[config.mk]
export PLATFORM = sky130hd
export DESIGN_NAME = onehot_scan_sequencer
export DESIGN_NICKNAME = d
export VERILOG_FILES = /design/src/rtl/onehot_scan_sequencer.sv
export SDC_FILE = /design/constraint.sdc
export NUM_CORES = 1
export LEC_CHECK = 0
export CORE_UTILIZATION = 34
export DETAILED_ROUTE_END_ITERATION = 16
export PLACE_DENSITY = 0.57
export SLEW_MARGIN = 20
export SYNTH_ARGS = -nofsm -noshare
export SYNTH_HDL_FRONTEND = slang
export SYNTH_SLANG_ARGS = --single-unit
[constraint.sdc]
create_clock -name clk -period 2 [get_ports clk]
set_input_delay 0.4 -clock clk [delete_from_list [all_inputs] [get_ports clk]]
set_output_delay 0.4 -clock clk [all_outputs]
set_load 0.03 [all_outputs]
[src/rtl/onehot_scan_sequencer.sv]
// Prescaled sequencer driving the 3-to-8 one-hot decoder path: walk-up, walk-down, ping-pong or blink.
// Optional feature macro: SCAN_PAUSE_EN adds a PAUSE input that freezes a running scan.
module onehot_scan_sequencer #(
  parameter int DIV_W   = 8,
  parameter int DIV_MAX = 4
) (
  input  logic       clk,
  input  logic       rst,
  input  logic       start,
  input  logic       stop,
`ifdef SCAN_PAUSE_EN
  input  logic       pause,
`endif
  input  logic [1:0] mode,
  input  logic [3:0] cycles,
  output logic [2:0] sel,
  output logic       pat,
  output logic [7:0] out,
  output logic       busy,
  output logic       done
);

  localparam logic [DIV_W-1:0] PRESC_LAST = DIV_W'(DIV_MAX - 1);

  typedef enum logic {IDLE, RUN} state_t;

  state_t           state, state_nx;
  logic [DIV_W-1:0] presc;
  logic [1:0]       mode_q;
  logic [3:0]       cycles_q, count, count_step;
  logic             dir, phase;
  logic             paused, tick, advance, finish;
  logic [2:0]       sel_step;
  logic             dir_step, phase_step, pass_wrap;

`ifdef SCAN_PAUSE_EN
  assign paused = pause;
`else
  assign paused = 1'b0;
`endif

  assign tick    = (presc == PRESC_LAST);
  assign advance = (state == RUN) && !paused && tick;
  assign finish  = advance && pass_wrap && (cycles_q != 4'd0) && (count_step == cycles_q);

  // Next position in the sequence; pass_wrap marks the step that returns to the start value.
  always_comb begin
    sel_step   = sel;
    dir_step   = dir;
    phase_step = phase;
    pass_wrap  = 1'b0;
    case (mode_q)
      2'b00: begin
        sel_step  = sel + 3'd1;
        pass_wrap = (sel == 3'd7);
      end
      2'b01: begin
        sel_step  = sel - 3'd1;
        pass_wrap = (sel == 3'd0);
      end
      2'b10: begin
        if (!dir) begin
          if (sel == 3'd7) begin
            sel_step = 3'd6;
            dir_step = 1'b1;
          end else begin
            sel_step = sel + 3'd1;
          end
        end else begin
          sel_step = sel - 3'd1;
          if (sel == 3'd1) begin
            dir_step  = 1'b0;
            pass_wrap = 1'b1;
          end
        end
      end
      2'b11: begin
        phase_step = ~phase;
        pass_wrap  = phase;
      end
    endcase
    count_step = pass_wrap ? count + 4'd1 : count;
  end

  always_ff @(posedge clk) begin
    if (rst) state <= IDLE;
    else     state <= state_nx;
  end

  always_comb begin
    state_nx = state;
    case (state)
      IDLE: if (start && !stop) state_nx = RUN;
      RUN:  if (stop || finish) state_nx = IDLE;
    endcase
  end

  always_ff @(posedge clk) begin
    if (rst) begin
      presc    <= '0;
      sel      <= 3'd0;
      mode_q   <= 2'b00;
      cycles_q <= 4'd0;
      count    <= 4'd0;
      dir      <= 1'b0;
      phase    <= 1'b0;
      done     <= 1'b0;
    end else begin
      done <= 1'b0;
      case (state)
        IDLE: begin
          if (start && !stop) begin
            mode_q   <= mode;
            cycles_q <= cycles;
            presc    <= '0;
            count    <= 4'd0;
            dir      <= 1'b0;
            phase    <= 1'b0;
            sel      <= (mode == 2'b01) ? 3'd7 : 3'd0;
          end
        end
        RUN: begin
          // STOP outranks a completing step, so DONE only fires on an uninterrupted finish.
          if (stop || finish) begin
            presc <= '0;
            sel   <= 3'd0;
            count <= 4'd0;
            dir   <= 1'b0;
            phase <= 1'b0;
            done  <= !stop;
          end else if (!paused) begin
            if (tick) begin
              presc <= '0;
              sel   <= sel_step;
              dir   <= dir_step;
              phase <= phase_step;
              count <= count_step;
            end else begin
              presc <= presc + DIV_W'(1);
            end
          end
        end
      endcase
    end
  end

  always_comb begin
    busy = (state == RUN);
    pat  = 1'b0;
    out  = 8'h00;
    if (state == RUN) begin
      if (mode_q == 2'b11) begin
        pat = 1'b1;
        out = phase ? 8'hCC : 8'h33;
      end else begin
        out = 8'b1 << sel;
      end
    end
  end

endmodule
Yosys cells after proc, flatten, opt, wreduce, memory -nomap -nowiden
Index checks and enable logic that the tools add are counted.
{ "totals": {"ff_bits": 25, "latch_bits": 0, "ramBits": 0, "romBits": 0, "in_bits": 10, "output_inout_bits": 14, "elab_cells": 86, "memories": 0} }
{ "classes": {"n_addsub": 4, "mul": 0, "n_div": 0, "n_lt_le_gt_ge": 0, "n_eq_ne": 13, "n_shift": 1, "n_mux": 40, "bitwise": 3, "n_reduce_logical": 16} }
{ "ops": {"columns": ["operator", "count"], "rows": [
  ["two-way mux 8 bit", 6],
  ["two-way mux 3 bit", 6],
  ["two-way mux 1 bit", 16],
  ["two-way mux 4 bit", 4],
  ["case mux 8 bit (2 select lines)", 1],
  ["!= test 3 x 1 -> 1 bit (second input constant)", 3],
  ["case mux 3 bit (3 select lines)", 1],
  ["AND reduction 3 bit", 3],
  ["adder 8 x 1 -> 8 bit (second input constant)", 1],
  ["== test 8 x 2 -> 1 bit (second input constant)", 1],
  ["case mux 4 bit (2 select lines)", 1],
  ["left shift 1 x 3 -> 8 bit (first input constant)", 1],
  ["case mux 1 bit (2 select lines)", 3],
  ["case mux 3 bit (2 select lines)", 1],
  ["logical AND 1 bit", 5],
  ["!= test 5 x 1 -> 1 bit (second input constant)", 1],
  ["adder 4 x 1 -> 4 bit (second input constant)", 1],
  ["== test 2 x 1 -> 1 bit (second input constant)", 2],
  ["== test 2 bit (second input constant)", 2],
  ["== test 4 bit", 1],
  ["case mux 1 bit (4 select lines)", 1],
  ["AND reduction 2 bit", 2],
  ["nonzero test 4 bit", 1],
  ["adder 3 x 1 -> 3 bit (second input constant)", 1],
  ["10 further kinds", 12]
]} }

Longest topological paths before layout
{ "depth": {"depth_word": 10, "depth_mapped": 7, "depth_no_buf": 7} }

Worst setup path after synthesis
No wires, ideal clock.
{ "synth_timing": {"path_type": "register -> output", "from": "reg state, in the netlist busy", "to": "out out[0]", "arrival_time_ps": 1758, "t_required_ps": 1600, "path_slack_ps": -158, "path_stages_with_launch": 4, "path_buffers": 2, "path_cell_list": "dfxtp_1 clkbuf_1 clkbuf_1 a21boi_0"} }
{ "synth_via": {"elab_chain_len": 1} }
{ "synth_lines": {"columns": ["element", "line_no", "source"], "rows": [
  ["from (decl)", "27", "state_t state, state_nx;"],
  ["from (signal assigned)", "87", "else state <= state_nx;"],
  ["two-way mux 8 bit", "151", "if (state == RUN) begin"],
  ["to (decl)", "18", "output logic [7:0] out,"]
]} }
No other way between the ends.

Final worst setup path
{ "layout_timing": {"from": "reg state, in the netlist busy", "to": "out busy"} }
{ "layout_rtl": {"columns": ["element", "line_no", "source"], "rows": [
  ["to (decl)", "19", "output logic busy,"]
]} }
No word-level cell between the ends.

==> results.md <==
- The fraction of the mapped netlist area in simple logic gates is 0.270.
- The final setup violation count is 0.
- The number of enable-type register cells in the synthesized netlist is 0.
- The worst slew margin relative to its limit is 0.728.
- The post-route fraction of the period consumed by the critical path is 0.968.
- The clock latency on the worst-skew pair is 270 ps.
- The root buffer cell chosen for the clock tree is clkbuf_8.
- By area the synthesized netlist is led by dfxtp_1 30%, ha_1 10%, a21oi_1 4.7%, nor2_1 4.2%, a21boi_0 4.0%.
- After global routing the overflow that remains totals 0.
- The share of the Yosys chip area taken by registers is 0.295.
- The count of antenna diodes in the layout is 0.
- The worst clock skew is 9.31 ps.
- The Yosys step of the flow raised 0 warnings.
- The synthesized-area fraction occupied by adder cells is 0.103.
- The final wirelength is 4170 um.
- The critical path goes through clkdlybuf4s50_1.
- The average cell area after synthesis is 8.14 um2.
- The buffer levels on the longest clock path is 2.
- Entering global routing, the biggest net connects 14 pins.
- In this run the tool buffered the top-level ports with 23 buffer cells.
- The largest single stage delay on the critical path is 740 ps.
- Counting instances in the post-synthesis netlist gives the leading cell types as 25 x dfxtp_1, 19 x nor2_1, 16 x a21oi_1.
- The register bit total from synthesis is 25.
- The floorplan has 25 rows.
- The count of TritonRoute iterations in the first routing pass is 4.
- The path category of the worst min-delay check is flip-flop to flip-flop.
- The number of global-route vias before repair came to 1,573.
- The sum of buffers and inverters on the critical path is 1.
- The core footprint is 4750 um2.
- Detailed placement ended at an HPWL of 3290 um.
- The net count of the finished layout is 280.
- The number of pins exceeding their max-slew limit in the final report is 0.
- Synthesis produced a netlist whose cell count is 208.
- The family with the most delay on the worst path is buffers and inverters.
- Pin placement for this block handled 24 I/O pins.
- The overall die area is 5270 um2.
- The required time reported for the critical path endpoint is 1600 ps.
- The share of post-route cells with drive strength above 1 is 0.239.
- The number of hold violations in the final report is 0.
- Of the total synthesized cell area, the portion taken by XOR and XNOR cells is 0.0650.
- By area, the combinational part of the netlist is dominated by simple AND/OR/NAND/NOR gates.
- For the worst setup path, the data arrival time is 1540 ps.
- The number of DRC violations after detailed-routing iteration 0 is 71.
- Counting flops with an async set or reset pin after synthesis yields a share of 0.
- Of all nets on the critical path, the largest fanout is 9.
- The critical setup path kind is flip-flop to output port.
- The sort of element at the end of the critical path is an output port.
- The worst voltage drop across the vdd grid is 0.365 mV.
- The height of the die is 72.6 um.
- The number of nets with antenna violations after routing is 0.
- The slowest cell on the critical path is clkdlybuf4s50_1.
- The tool flagged a number of max-cap violations equal to 0.
- The overall track demand over capacity in global routing is 0.175.
- The most instantiated flip-flop cell in the synthesis netlist is dfxtp_1.
- In this run, distinct cell masters in the synthesized netlist total 41.
- The actual transition at the worst max-transition pin is 405 ps.
- The placement-stage cell area is 2160 um2.
- The weighted congestion at the end of routability-driven global placement is 0.829.
- After clock tree synthesis, the clock-pin slew on the worst setup and hold paths is 90 ps.
- The startpoint type of the worst setup path is a flip-flop.
- The mux share of post-synthesis cell area is 0.0355.
- For this configuration, the core starts out at a cell density of 0.356.
- Summing over every cut layer, the via total after detailed routing is 1,619.
- The layout-stage area growth over the synthesis result is 34.9%.
- The TritonCTS clock tree is done.
- The initial antenna violation count was 0.
- The number of clock buffers inserted by TritonCTS is 3.
- The run finished with clean final reports.
- The synthesized-area fraction occupied by ao, oa, aoi and oai cells is 0.188.
- The leakage power figure is 0.927 nW.
- The most frequent cell after synthesis is dfxtp_1.
- The global-route wire length before repair is 7290 um.
- After detailed routing, the average wire length per cell comes to 12.9 um.
- The count of filler cells inserted in the layout is 493.
- Based on the critical path, the design can be clocked at up to 516 MHz.
- The die is 72.6 um wide.
- Measured on the finished design, the core utilization comes to 0.481.
- The leading area contributor after synthesis is dfxtp_1.
- The setup TNS is 0 ps.
- The routed design could run at a clock period as short as 1940 ps.
- After detailed routing, the number of vias per cell comes to 5.03.
- The clock drives 25 sinks.
- Synthesis produced a netlist with a net count of 232.
- CTS built an H-tree with a depth of 1.
- The area of all placed cells without fillers is 2290 um2.
- The top-area cell type share of the netlist area is 0.295.
- In this run the power density over the cells is 468 nW/um2.
- The DRC violation count after routing is 0.
- The combined area of all synthesized cells is 1690 um2.
## state kept, by name (all words and copies together), names as in the netlist
name      flops
mode_q        2
dir           1
phase         1
busy          1
count         4
sel           3
cycles_q      4
presc         8
done          1
## per-stage QoR
step / std cells / hold WS, ps / power [mW] / worst slack (ps)
floorplan: 208 / 451 / 0.683 / -158
global placement: 317 / 481 / 0.774 / -30.7
detailed placement: 317 / 477 / 0.775 / -82.8
CTS: 322 / 492 / 1.08 / 11.3
global route: 322 / 547 / 1.14 / -11.7
finish: 322 / 490 / 1.07 / 63.2
## cell type report
| cell class | count | area (um2) | area share |
|---|---|---|---|
| multi-input cells | 165 | 1180 | 0.515 |
| flip-flops and latches | 25 | 517 | 0.226 |
| repair buffers | 52 | 430 | 0.188 |
| well taps | 67 | 83.8 | 0.0367 |
| clock buffers | 4 | 45.0 | 0.0197 |
| inverters | 9 | 33.8 | 0.0148 |
## final timing paths
check / cells past startpoint / to / from / slack [ps]
setup / recovery: 1 / busy / busy / 60
hold / removal: 2 / count[1] / count[1] / 490
setup reg to reg: 7 / count[3] / presc[0] / 70
hold reg to reg: 2 / count[1] / count[1] / 490
## cells in the final DEF, fill, tap and decap left out, types with 5 or more instances in the layout
master	synthesis	final
nand3_1	8	8
o21ai_0	11	11
a21oi_1	16	16
ha_1	14	10
nor2_1	19	18
xor2_1	6	6
nor3_1	7	7
nand2b_1	7	7
clkdlybuf4s50_1	0	14
mux2i_1	6	6
nand2_1	13	13
dfxtp_1	25	18
a21boi_0	9	5
buf_4	0	36
inv_1	9	8
## report_power, final
part           switching (mW)  internal, mW
logic                   0.124         0.112
registers              0.0229         0.513
clock network           0.157         0.143
total                   0.304         0.767
## repair_timing
action                                 in CTS  in global routing
hold buffers                                0                  0
setup buffers                               1                  0
setup endpoints to repair                   9                 13
endpoints found under the hold margin       0                  0
resized for setup                           7                 21
pin swaps                                   0                  4
## kinds of logic after synthesis
kind of cell	Yosys count
and+or+nand+nor	83
AOI/OAI and AO/OA	51
DFF	25
buffers and inverters	18
adders and majority gates	14
xor gates and xnor gates	11
muxes	6
## routing by layer
| layer | share of wire | global-route usage | wire length (um) |
|---|---|---|---|
| met1 | 0.51 | 0.240 | 2110 |
| met2 | 0.46 | 0.285 | 1900 |
| met3 | 0.025 | 0.0373 | 105 |
| met4 | 0.012 | 0.0349 | 51 |
| met5 | 0 | 0 | 0 |
No activity file was read; power rests on OpenSTA's default activity.
==> RTL change 1, RTL diff (config.mk and constraints unchanged) <==
The parameter `DIV_W` goes from 8 to 7.
--- a/src/rtl/onehot_scan_sequencer.sv
+++ b/src/rtl/onehot_scan_sequencer.sv
@@ -3,3 +3,3 @@
 module onehot_scan_sequencer #(
-  parameter int DIV_W   = 8,
+  parameter int DIV_W   = 7,
   parameter int DIV_MAX = 4
Check against the original RTL: no difference found for any inputs over 10 cycles, from zero or initial values and one cycle with rst high; that may be too few to reach the edited logic, so the function may still have changed.
==> RTL change 1 against the unedited design <==
  * Synthesized area decreased by 1.0%
  * Register-to-register slack improved by 0.04 ns
  * Final area decreased by 0.99%
  * Hold slack improved by 0.0018 ns
  * Worst setup slack better by 0.036 ns
  * Count of clock-buffer cells in the layout fell by 1
  * Wire length decreased by 7.7%
  * Sequential cell count is 1 lower
  * First-iteration DRC count fell by 20%
  * Total power rose by 13%
  * Sequential share of layout area decreased by 0.88 points
==> RTL change 1: results (changes against the unedited design) <==
Detailed routing
  – Via count: 1523 (-5.9%)
  – Routed length per instance: 12.4 um (-4.4%)
  – 1st-iter DRT viols: 57 (-20%)
  – DRT Pass-1 Iters: 4 (unchanged)

Synthesis
  – Mux share of post-synthesis cell area: 2.99% (-0.56 points)
  – Top cells by area, synth: dfxtp_1 (29%), ha_1 (10%), a21oi_1 (4.8%)
  – Post-Syn Instances: 198 (-4.8%)
  – Post-Synth Adder-Cell Area: 10.4% (+0.11 points)
  – Commonest cells post-synth: dfxtp_1 (24), nor2_1 (21), a21oi_1 (16)
  – Post-synthesis sequential area ratio: 28.7% (-0.89 points)
  – Synth cell types: 50 (+22%)
  – Post-Synth XOR/XNOR Area: 6.57% (+0.068 points)
  – Yosys warnings: 0 (unchanged)
  – Compound-gate portion of the synthesized area: 21.9% (+3.0 points)
  – Syn nets: 222 (-4.3%)

Cells and area
  – Final nets: 269 (-3.9%)
  – Layout fillers: 500 (+1.4%)
  – Biggest regs: presc: 7 flops, count: 4 flops, cycles_q: 4 flops
  – Layout cell share with drive strength beyond 1: 28.3% (+4.4 points)

Global route
  – First-pass GRT wire length: 6.17 mm (-15%)
  – GRT Util Overall: 15.1% (-2.4 points)
  – Vias in the first global route: 1333 (-15%)
  – Largest net degree at the start of global routing: 15 (+1)

Place
  – Placed insts: 304 (-4.1%)
  – Post-DP HPWL: 3.03 mm (-8.2%)
  – GP Congestion: 0.775 (-6.5%)
  – Worst Setup Slack post-DPL: 0.000283 ns (+0.0831 ns)
  – Post-DP Area: 0.00211 sq mm (-2.3%)

Timing
  – Slew HR: 73.4% (+0.56 points)
  – Worst Skew: 0.0130 ns (+0.00368 ns)

Power and ir drop
  – Net Switching: 0.312 mW (+2.9%)
  – Leakage power: 0.880 nW (-5.0%)
  – Maximum VDD drop: 0.000357 V (-2.3%)

Worst setup path
  – Slowest CP cell: clkdlybuf4s50_1
  – Max stage delay on crit path: 0.66 ns (-0.08 ns)
  – Worst path arrival time: 1.50 ns (-0.04 ns)
  – Critical Path Fanout Max: 7 (-2)

Floorplanning
  – Core area: 0.00472 sq mm (-0.66%)

Outcome
  – Status: completed

Clock network
  – Clk pin slew, worst setup/hold paths: 0.09 ns (about the same)
RTL change 1: cell count changes in the layout (fill, tap and decap cells not counted), sizes merged, moves of 5 or more:
cell	unedited run	this run
a21boi	9	4
o21ai	13	7
nor2b	3	10
nor3	7	2
buf	37	32
RTL change 1: metal layers:
layer  track usage (%)  wire length (um)  part of all wire (%)  vias up
met5                 0                 0                     0        -
met4              5.23                54                   1.4        0
met3              2.08                92                   2.4        5
met2              24.6              1780                    46       24
met1              20.4              1920                    50      685
li1                  -                 -                     -      809
RTL change 1: worst reg2reg max path, cell delays in order, from the launching register on:
cell      delay [ns]
dfxtp_4         0.39
ha_1            0.18
ha_2            0.20
inv_2           0.05
a32o_2          0.26
or3_1           0.33
o221ai_2        0.22
o221a_2         0.21
RTL change 1: what timing repair did:
action / 4_1_cts / 5_1_grt
gates resized for setup: 5 / 20
endpoints found under the setup margin: 7 / 11
pin swaps: 0 / 2
setup buffers: 0 / 3
RTL change 1: cell type report:
class	instances	area share (%)
Inverter	13	2.16
Sequential cell	24	21.7
Tap cell	67	3.70
Multi-Input combinational cell	156	51.8
Clock buffer	3	1.82
Timing Repair Buffer	47	17.5
Clock inverter	1	1.33
RTL change 1: per-stage QoR:
step | total power [mW] | hold slack (ns) | util, %
after floorplan | 0.675 | 0.451 | -
after global placement | 0.773 | 0.475 | 44.7
after detailed placement | 0.775 | 0.477 | 44.7
after CTS | 1.21 | 0.490 | 46.4
after global routing | 1.27 | 0.536 | 47.9
final | 1.21 | 0.492 | 47.9
RTL change 1: path summary, 6_finish.rpt:
check                        start                    end  slack (ns)  cells past startpoint
max            sel[2]$_SDFFE_PP0P_                 sel[2]         0.1                      2
min          count[1]$_SDFFE_PP0P_  count[1]$_SDFFE_PP0P_        0.49                      2
max reg2reg    sel[0]$_SDFFE_PP0P_    sel[0]$_SDFFE_PP0P_        0.11                      7
min reg2reg  count[1]$_SDFFE_PP0P_  count[1]$_SDFFE_PP0P_        0.49                      2
RTL change 1: power groups by stage:
| stage | registers [mW] | logic [mW] | clock network (mW) |
|---|---|---|---|
| CTS | 0.514 | 0.254 | 0.442 |
| finish | 0.514 | 0.269 | 0.427 |
| detailed placement | 0.524 | 0.252 | 0 |
| global route | 0.517 | 0.295 | 0.458 |
| global placement | 0.524 | 0.249 | 0 |
| floorplan | 0.531 | 0.145 | 0 |
RTL change 1: cells by family after synthesis:
family                   count (synthesis)
buffers and inverters                   18
AND/OR/NAND/NOR                         76
AO/OA/AOI/OAI                           50
adder cells (fa/ha/maj)                 14
XOR/XNOR                                11
multiplexers                             5
flip-flops                              24
==> RTL change 2, RTL diff (same flow settings) <==
Without the edit above. Add an input register stage for `start`, with the module's reset; this delays it by one clock. The other inputs are not delayed to match.
--- a/src/rtl/onehot_scan_sequencer.sv
+++ b/src/rtl/onehot_scan_sequencer.sv
@@ -25,2 +25,12 @@
   typedef enum logic {IDLE, RUN} state_t;
+
+  logic start_q;
+
+  always_ff @(posedge clk) begin
+    if (rst) begin
+      start_q <= '0;
+    end else begin
+      start_q <= start;
+    end
+  end
 
@@ -92,3 +102,3 @@
     case (state)
-      IDLE: if (start && !stop) state_nx = RUN;
+      IDLE: if (start_q && !stop) state_nx = RUN;
       RUN:  if (stop || finish) state_nx = IDLE;
@@ -111,3 +121,3 @@
         IDLE: begin
-          if (start && !stop) begin
+          if (start_q && !stop) begin
             mode_q   <= mode;
Function: changed (Yosys sat finds a counterexample within 4 cycles, from zero or initial values and one cycle with rst high).
==> RTL change 2 against the unedited design <==
  * The run now ends with setup timing left
  * Worst setup slack got worse by 0.12 ns
  * Non-clock buffer count increased by 9
  * Synthesized area is 1.7% higher
  * Wire length grew 4.6%
  * Total power increased by 9.9%
  * Sequential cell count up 1
  * Hold slack improved by 0.041 ns
  * Final area increased by 8.3%
  * Critical path type is now reg -> reg
  * Largest cell class unchanged
  * Largest power group unchanged
==> RTL change 2: results (changes against the unedited design) <==
Outcome
  – Status: complete, but fails checks
  – Failing checks: setup timing

Clock network
  – # Post-CTS Setup Buffers: 3 (+2)
  – Post-CTS Resized: 14 (+7)

Synthesis
  – Post-synthesis sequential area ratio: 30.2% (+0.67 points)
  – Syn nets: 227 (-2.2%)
  – Commonest cells post-synth: dfxtp_1 (26), nor2_1 (25), nand2_1 (20)
  – Top cells by area, synth: dfxtp_1 (30%), ha_1 (10%), nor2_1 (5.4%)
  – Synth cell types: 43 (+4.9%)
  – Mean Syn Cell Area: 8.49 sq um (+4.2%)

Detailed routing
  – Routed WL: 4.36 mm (+4.6%)
  – 1st-iter DRT viols: 75 (+5.6%)
  – M1 wire length: 2.10 mm (-0.47%)
  – DRT Pass-1 Iters: 4 (unchanged)
  – Via count: 1607 (-0.74%)
  – Met2 WL: 2.09 mm (+10%)
  – Met3 wire len: 120 um (+14%)

Power and ir drop
  – Clk power: 0.392 mW (+31%)
  – Maximum VDD drop: 0.000336 V (-8.0%)
  – Reg power frac: 46.5% (-3.5 points)
  – Net Switching: 0.309 mW (+1.8%)
  – Clk pwr share: 33.3% (+5.3 points)

Place
  – GP Congestion: 0.852 (+2.8%)
  – Post-DP Area: 0.00227 sq mm (+5.3%)
  – Post-DP HPWL: 3.33 mm (+1.2%)
  – Placed insts: 320 (+0.95%)
  – Worst Setup Slack post-DPL: -0.0749 ns (+0.00794 ns)

Cells and area
  – Layout cell share with drive strength beyond 1: 30.4% (+6.5 points)
  – Layout fillers: 480 (-2.6%)
  – Final nets: 288 (+2.9%)
  – Non-clk buf share: 20.5% (+1.7 points)
  – Clock buf/inv share: 2.68% (+0.71 points)
  – Seq area share: 21.5% (-1.1 points)
  – Non-Clock Buffer Count: 61 (+17%)
  – Final instance count without filler cells: 330 (+2.5%)
  – Count of multi-input gates: 161 (-2.4%)
  – Seq Cell Count: 26 (+4.0%)

Timing
  – Final worst slack: -0.0540 ns (-0.117 ns)
  – Slew HR: 74.0% (+1.2 points)
  – Worst Skew: 0.00762 ns (-0.00169 ns)
  – Setup TNS: -0.133 ns (-0.133 ns)
  – Setup Viol. Count Final: 4 (+4)

Min path
  – Worst hold-check path type: reg -> reg

Worst setup path
  – Top cell family by delay on the critical path: simple AND/OR/NAND/NOR gates
  – Critical Path Fanout Max: 4 (-5)
  – Max stage delay on crit path: 0.53 ns (-0.21 ns)
  – Worst path arrival time: 2.24 ns (+0.70 ns)

Global route
  – GR Util met1: 23.8% (-0.23 points)
  – GRT met3 Usage: 2.21% (-1.5 points)
  – GRT Util Overall: 18.1% (+0.56 points)
  – Largest net degree at the start of global routing: 16 (+2)
  – Met2 Use GR: 31.3% (+2.8 points)
## RTL change 2: kinds of logic after synthesis
| group | share of synthesized area (%) |
|---|---|
| AND/OR/NAND/NOR | 24.5 |
| XOR/XNOR | 7.55 |
| flip-flops | 30.2 |
| buffers and inverters | 4.14 |
| adder cells (fa/ha/maj) | 10.2 |
| AO/OA/AOI/OAI | 17.5 |
| multiplexers | 5.88 |
## RTL change 2: path summary, 6_finish.rpt
kind | from | to | slack [ns] | depth (start not counted)
setup reg to reg | sel[1]$_SDFFE_PP0P_ | busy$_SDFF_PP0_ | -0.05 | 9
hold reg to reg | presc[7]$_SDFFE_PP0N_ | presc[7]$_SDFFE_PP0N_ | 0.53 | 2
hold / removal | presc[7]$_SDFFE_PP0N_ | presc[7]$_SDFFE_PP0N_ | 0.53 | 2
setup / recovery | sel[1]$_SDFFE_PP0P_ | busy$_SDFF_PP0_ | -0.05 | 9
